===== src/rtl/puf_pkg.sv =====
// puf_pkg: shared types and constants for the voting arbiter PUF.
// Holds the sequencer states, switch encodings and a width helper.
package puf_pkg;

  typedef enum logic [2:0] {
    IDLE,
    ARM,
    LAUNCH,
    SAMPLE,
    DONE
  } state_t;

  localparam logic [1:0] SW_HOLD = 2'b00;
  localparam logic [1:0] SW_RACE = 2'b11;

  // bits needed to hold 0..n-1, never less than one
  function automatic int unsigned cw(input int unsigned n);
    return (n < 2) ? 1 : $clog2(n);
  endfunction

endpackage


===== src/rtl/puf_arb_bank.sv =====
// puf_arb_bank: array of arbiter cells sharing one switch and challenge.
// Each cell latches its race outcome while the switch is in RACE.
module puf_arb_bank
  import puf_pkg::*;
#(
  parameter int NUM_ARB = 96,
  parameter int CHAL_W  = 32
) (
  input  logic              clk_i,
  input  logic              rst_i,
  input  logic [1:0]        switch_i,
  input  logic [CHAL_W-1:0] challenge_i,
  output logic [NUM_ARB-1:0] resp_o
);

  for (genvar i = 0; i < NUM_ARB; i++) begin : g_cell
    localparam logic [31:0] SEED = 32'(i + 1) * 32'h9E37_79B1;
    localparam logic [CHAL_W-1:0] MASK = CHAL_W'(SEED);

    logic r_resp;

    // cell latches which path won the race for this challenge
    always_ff @(posedge clk_i) begin
      if (rst_i) begin
        r_resp <= 1'b0;
      end else if (switch_i == SW_RACE) begin
        r_resp <= ^(challenge_i & MASK);
      end
    end

    assign resp_o[i] = r_resp;
  end

endmodule


===== src/rtl/puf_vote.sv =====
// puf_vote: repeats arbiter races on one challenge and majority-votes
// each response bit, flagging bits that disagreed across samples.
module puf_vote
  import puf_pkg::*;
#(
  parameter int NUM_ARB       = 96,
  parameter int CHAL_W        = 32,
  parameter int NUM_SAMPLES   = 5,
  parameter int ARM_CYCLES    = 2,
  parameter int SETTLE_CYCLES = 4,
  parameter int EXT_RESP      = 0
) (
  input  logic               clk_i,
  input  logic               rst_i,
  input  logic               start_i,
  input  logic [CHAL_W-1:0]  challenge_i,
  input  logic [NUM_ARB-1:0] resp_i,
  output logic [1:0]         switch_o,
  output logic [CHAL_W-1:0]  challenge_o,
  output logic               busy_o,
  output logic               done_o,
  output logic [NUM_ARB-1:0] id_o,
  output logic [NUM_ARB-1:0] unstable_o
);

  localparam int CW   = $clog2(NUM_SAMPLES + 1);
  localparam int SCW  = cw(NUM_SAMPLES);
  localparam int TMAX = (ARM_CYCLES > SETTLE_CYCLES) ? ARM_CYCLES
                                                     : SETTLE_CYCLES;
  localparam int TW   = cw(TMAX);

  if (NUM_SAMPLES < 1 || (NUM_SAMPLES % 2) == 0) begin : g_bad_ns
    $error("NUM_SAMPLES must be odd and at least 1");
  end
  if (ARM_CYCLES < 1) begin : g_bad_arm
    $error("ARM_CYCLES must be at least 1");
  end
  if (SETTLE_CYCLES < 1) begin : g_bad_settle
    $error("SETTLE_CYCLES must be at least 1");
  end

  state_t             r_state;
  state_t             w_nstate;
  logic [1:0]         w_sw;
  logic [TW-1:0]      r_tmr;
  logic [SCW-1:0]     r_scnt;
  logic [CHAL_W-1:0]  r_chal;
  logic [CW-1:0]      r_ones [NUM_ARB];
  logic [CW-1:0]      w_ones_nxt [NUM_ARB];
  logic [NUM_ARB-1:0] r_id;
  logic [NUM_ARB-1:0] r_unst;
  logic [NUM_ARB-1:0] w_id;
  logic [NUM_ARB-1:0] w_unst;
  logic [NUM_ARB-1:0] w_bank;
  logic [NUM_ARB-1:0] w_resp;
  logic               w_accept;
  logic               w_last;

  if (EXT_RESP != 0) begin : g_ext
    assign w_bank = '0;
  end else begin : g_int
    puf_arb_bank #(
      .NUM_ARB (NUM_ARB),
      .CHAL_W  (CHAL_W)
    ) u_bank (
      .clk_i       (clk_i),
      .rst_i       (rst_i),
      .switch_i    (w_sw),
      .challenge_i (r_chal),
      .resp_o      (w_bank)
    );
  end

  assign w_resp   = (EXT_RESP != 0) ? resp_i : w_bank;
  assign w_accept = (r_state == IDLE) && start_i;
  assign w_last   = (r_scnt == SCW'(NUM_SAMPLES - 1));

  // sequencer state register
  always_ff @(posedge clk_i) begin
    if (rst_i) r_state <= IDLE;
    else       r_state <= w_nstate;
  end

  // next state and switch drive
  always_comb begin
    w_nstate = r_state;
    w_sw     = SW_HOLD;
    unique case (r_state)
      IDLE:   if (start_i) w_nstate = ARM;
      ARM:    if (r_tmr == TW'(ARM_CYCLES - 1)) w_nstate = LAUNCH;
      LAUNCH: begin
        w_sw = SW_RACE;
        if (r_tmr == TW'(SETTLE_CYCLES - 1)) w_nstate = SAMPLE;
      end
      SAMPLE: begin
        w_sw     = SW_RACE;
        w_nstate = w_last ? DONE : ARM;
      end
      DONE:   w_nstate = IDLE;
      default: w_nstate = IDLE;
    endcase
  end

  // phase timer restarts on every state change
  always_ff @(posedge clk_i) begin
    if (rst_i) begin
      r_tmr <= '0;
    end else if (w_nstate != r_state) begin
      r_tmr <= '0;
    end else if (r_state == ARM || r_state == LAUNCH) begin
      r_tmr <= r_tmr + 1'b1;
    end
  end

  // vote tallies including the sample being taken this cycle
  always_comb begin
    w_id   = '0;
    w_unst = '0;
    for (int i = 0; i < NUM_ARB; i++) begin
      w_ones_nxt[i] = r_ones[i] + CW'(w_resp[i]);
      w_id[i]   = {w_ones_nxt[i], 1'b0} > (CW + 1)'(NUM_SAMPLES);
      w_unst[i] = (w_ones_nxt[i] != '0) &&
                  (w_ones_nxt[i] != CW'(NUM_SAMPLES));
    end
  end

  // challenge latch, sample count and ones counters
  always_ff @(posedge clk_i) begin
    if (rst_i) begin
      r_chal <= '0;
      r_scnt <= '0;
      for (int i = 0; i < NUM_ARB; i++) r_ones[i] <= '0;
    end else if (w_accept) begin
      r_chal <= challenge_i;
      r_scnt <= '0;
      for (int i = 0; i < NUM_ARB; i++) r_ones[i] <= '0;
    end else if (r_state == SAMPLE) begin
      r_scnt <= r_scnt + 1'b1;
      for (int i = 0; i < NUM_ARB; i++) r_ones[i] <= w_ones_nxt[i];
    end
  end

  // publish the vote on the edge that enters DONE
  always_ff @(posedge clk_i) begin
    if (rst_i) begin
      r_id   <= '0;
      r_unst <= '0;
    end else if (r_state == SAMPLE && w_last) begin
      r_id   <= w_id;
      r_unst <= w_unst;
    end
  end

  assign switch_o    = w_sw;
  assign challenge_o = r_chal;
  assign busy_o      = (r_state != IDLE);
  assign done_o      = (r_state == DONE);
  assign id_o        = r_id;
  assign unstable_o  = r_unst;

endmodule


===== config.mk =====
export PLATFORM = sky130hd
export DESIGN_NAME = puf_vote
export DESIGN_NICKNAME = d
export VERILOG_FILES = /design/src/rtl/puf_pkg.sv /design/src/rtl/puf_arb_bank.sv /design/src/rtl/puf_vote.sv
export SDC_FILE = /design/constraint.sdc
export NUM_CORES = 2
export LEC_CHECK = 0
export ABC_AREA = 1
export CORE_UTILIZATION = 31
export DETAILED_ROUTE_END_ITERATION = 7
export HOLD_SLACK_MARGIN = 0.05
export PLACE_DENSITY = 0.49
export SLEW_MARGIN = 40
export SYNTH_ARGS = -nofsm -noshare
export SYNTH_HDL_FRONTEND = slang
export SYNTH_HIERARCHICAL = 1
export SYNTH_SLANG_ARGS = --single-unit

===== constraint.sdc =====
create_clock -name clk_i -period 26.8 [get_ports clk_i]
set_input_delay 4.02 -clock clk_i [delete_from_list [all_inputs] [get_ports clk_i]]
set_output_delay 4.02 -clock clk_i [all_outputs]
set_load 0.01 [all_outputs]

==> flow_summary.yaml <==
power_and_ir_drop:
  p_int_mw: 1.84
  power_leakage_nw: 21.5
  pwr-share-comb_pct: 33.1
  peakVddDrop_v: 0.0000474
  power.density_mw_per_mm2: 66.0
  switchingPower_mw: 1.14
  p_seq_share_pct: 34.7
  swShare_pct: 38.3
  pwr-share-clk_pct: 32.2
job:
  drv_cap: 0
clocking:
  cts_setup_buffers: 0
  clockBufferDepth: 3
  tritoncts: "done"
  htree_levels: 3
  clkLatencyLatePin_ns: 0.63
  clock-sinks: 616
  cts_resized: 0
  ctsHoldBuffers: 0
  numCtsBuffers: 70
  clk_pin_slew_ns: 0.05
  cts-root-buf: "clkbuf_16"
critical_path:
  r2r_slack_ns: 23.16
  slowest_delay_ns: 0.61
  critical-path-top-delay-family: "buffers and inverters"
  arrival_ns: 6.78
  cp.depth: 6
  startpoint: "rst_i"
  path_buf_inv: 4
  critPathCaptureType: "register"
  critical_path.slowest_cell: "nand2_8"
  r2r-end: "g_int.u_bank/g_cell[26].r_resp"
  crit_required_ns: 27.05
  critical_path_class: "input pin to register"
  crit_chain: "buf_4, inv_6, nand2_8, nand2_8, buf_12, buf_16"
  critPathMaxFanout: 91
  path_common_cell: "nand2_8"
  critPathLaunchType: "input pin"
  reg2reg_depth: 15
  regToRegStartpoint: "challenge_o[0]"
  crit_path_end: "r_ones[2][64]"
sta:
  setup_viol: 0
  tns_ns: 0
  period_needed_ns: 6.54
  tightestPinTransition_ns: 0.909
  hold_violations: 0
  rsz0062_at_grt: "no"
  finClkSkew_ns: 0.0331
  clock.fmax_mhz: 153
  finalCritPeriodShare_pct: 24.4
  max_slew_margin_pct: 39.3
  slew_viol_final: 0
global_route:
  track_usage_pct: 22.7
  grt-ovfl-total: 0
  antenna_found_initial: 1
  grtUsageMet3_pct: 3.48
  use_met2_pct: 35.9
  grt_pass1_vias: 32600
  grt_pass1_wl_mm: 219
  grtUsageMet1_pct: 30.5
  grt_busiest_layer: "met2"
  grt_start_max_net_pins: 210
place:
  place.gp.congestion: 1.03
  placed_cells: 7159
  hpwl_mm: 110
  io_buffers: 262
synth:
  async_reset_ff_share_pct: 0
  synthAdderAreaFrac_pct: 6.20
  yosysSeqAreaShare_pct: 38.5
  synth_fp_nets: 5840
  synth_flop_cell: "dfxtp_1"
  yosys_register_bits: 616
  yosys.area_share.xor_xnor_pct: 7.09
  yosysTopAreaCellShare_pct: 21.9
  synth_area_sq_mm: 0.0395
  synth_area_leader_cell: "edfxtp_1"
  netlist-cell-type-count: 37
  synth-edff-count: 288
  synth_top_family_by_area: "simple AND/OR/NAND/NOR gates"
  ys.warnings.count: 6
  yosys.area_share.simple_pct: 30.5
  synth-compound-area-share_pct: 7.12
  synthMuxAreaShare_pct: 0
  synth_area_leaders: "edfxtp_1, nand2_1, dfxtp_1, ha_1, inv_1"
  syn_inst: 5513
  syn_avg_cell_area_sq_um: 7.17
route:
  routed_via_density: 4.91
  drc: 0
  dr.pass1.iters: 6
  wl_per_cell_um: 20.5
  drt-initial-drc-count: 3571
  wl_mm: 150
  vias: 35800
  antenna_left: 0
final_layout:
  n_antenna_cell: 0
  fin_cells: 7294
  drive_above_1_share_pct: 6.25
  area_growth_pct: 14.1
  final_nets: 5914
floorplan:
  dieArea_sq_mm: 0.129
  die_x_um: 359
  rows: 130
  fp.dieH_um: 359
  io_pins: 359
  core-area_sq_mm: 0.126
  start_util_pct: 31.4
run_status:
  status: "finished, final reports clean"
hold_path:
  hold_class: "register to register"
area by class of cell:
class	instances	area (sq um)
Inverter	578	2190
Sequential cell	616	15200
Tap cell	1650	2060
Multi-Input combinational cell	4007	20200
Fill cell	13200	80900
Timing Repair Buffer	314	3160
Clock inverter	24	274
Clock buffer	105	2010
per-stage QoR:
step                instance area [sq um]  power (mW)  utilization, %  worst slack [ns]  hold WS, ns
global placement                    42600        1.99            33.8             18.80        0.434
CTS                                 45000        2.97            35.7             20.23        0.449
finish                              45100        2.98            35.8             20.26        0.445
global route                        45100        3.13            35.8             19.97        0.474
floorplan                           39500        1.70               -             15.39        0.439
detailed placement                  42700        2.00            33.8             19.54        0.440
cell usage after synthesis, types with 5 or more instances:
master and count:
nand2_1 1863, inv_1 549, nor2_1 535, nand3_1 384
dfxtp_1 328, edfxtp_1 288, o21ai_0 255, ha_1 196
a21oi_1 188, xor2_1 185, buf_4 137, xnor2_1 122
a31oi_1 91, nand2_2 78, nor2_2 69, buf_2 68
clkbuf_1 67, buf_6 32, inv_2 26, nand3b_1 12
buf_1 6, nand2_4 5, xnor2_2 5
how the worst min path moves through the flow:
stage	from	to	slack (ns)	cells after the start
finish	challenge_o[26]	challenge_o[26]	0.44	2
global route	challenge_o[26]	challenge_o[26]	0.47	2
CTS	challenge_o[26]	challenge_o[26]	0.45	2
detailed placement	challenge_o[26]	challenge_o[26]	0.44	2
global placement	challenge_o[26]	challenge_o[26]	0.43	2
floorplan	r_scnt[2]	r_scnt[2]	0.44	2
tightest hold or removal path, cell delays in order (launching register included):
cell and delay, ns:
dfxtp_1 0.31, inv_1 0.05, a21oi_1 0.05
registers in the layout, indices dropped and copies added, names as in the netlist:
name,count
challenge_o,32
g_int.u_bank/g_cell.r_resp,96
id_o,96
r_ones,288
r_scnt,3
r_state,3
r_tmr,2
unstable_o,96
power by group through the flow:
stage | clock, mW | sequential [mW] | combinational [mW]
2_1_floorplan | 0 | 1.07 | 0.628
3_3_place_gp | 0 | 1.05 | 0.941
3_5_place_dp | 0 | 1.05 | 0.948
4_1_cts | 0.986 | 1.03 | 0.952
5_1_grt | 1.02 | 1.04 | 1.07
6_report | 0.958 | 1.03 | 0.986
layer usage:
metal / vias up / part of all wire [%]
met3: 277 / 7.4
li1: 17600 / -
met4: 2 / 5.0
met2: 1345 / 43
met1: 16600 / 44
met5: - / 0.0087
kinds of logic (layout without fill, tap and decap cells):
family	count (synthesis)	in the layout
fa+ha+maj	196	196
xor+xnor	314	314
simple gates	2958	2958
buf+inv	890	1021
flops	616	616
compound gates	539	539
layout by cell type, fill, tap and decap left out, types with 3 or more instances in the layout:
cell type,instances
nand2_1,1860
inv_1,548
nor2_1,535
nand3_1,383
dfxtp_1,328
edfxtp_1,288
clkdlybuf4s50_1,261
o21ai_0,255
ha_1,196
a21oi_1,188
xor2_1,185
xnor2_1,121
a31oi_1,91
nand2_2,78
clkbuf_16,71
nor2_2,68
buf_4,41
inv_2,25
clkbuf_1,23
nand3b_1,12
clkbuf_8,11
clkinv_2,8
nand2_4,6
xnor2_2,6
buf_12,6
inv_6,5
o21ai_1,4
nand4_1,4
clkinv_8,3
bufinv_16,3
clkinv_1,3
buf_6,3
buf_16,3
Power figures use the tool's default switching activity.
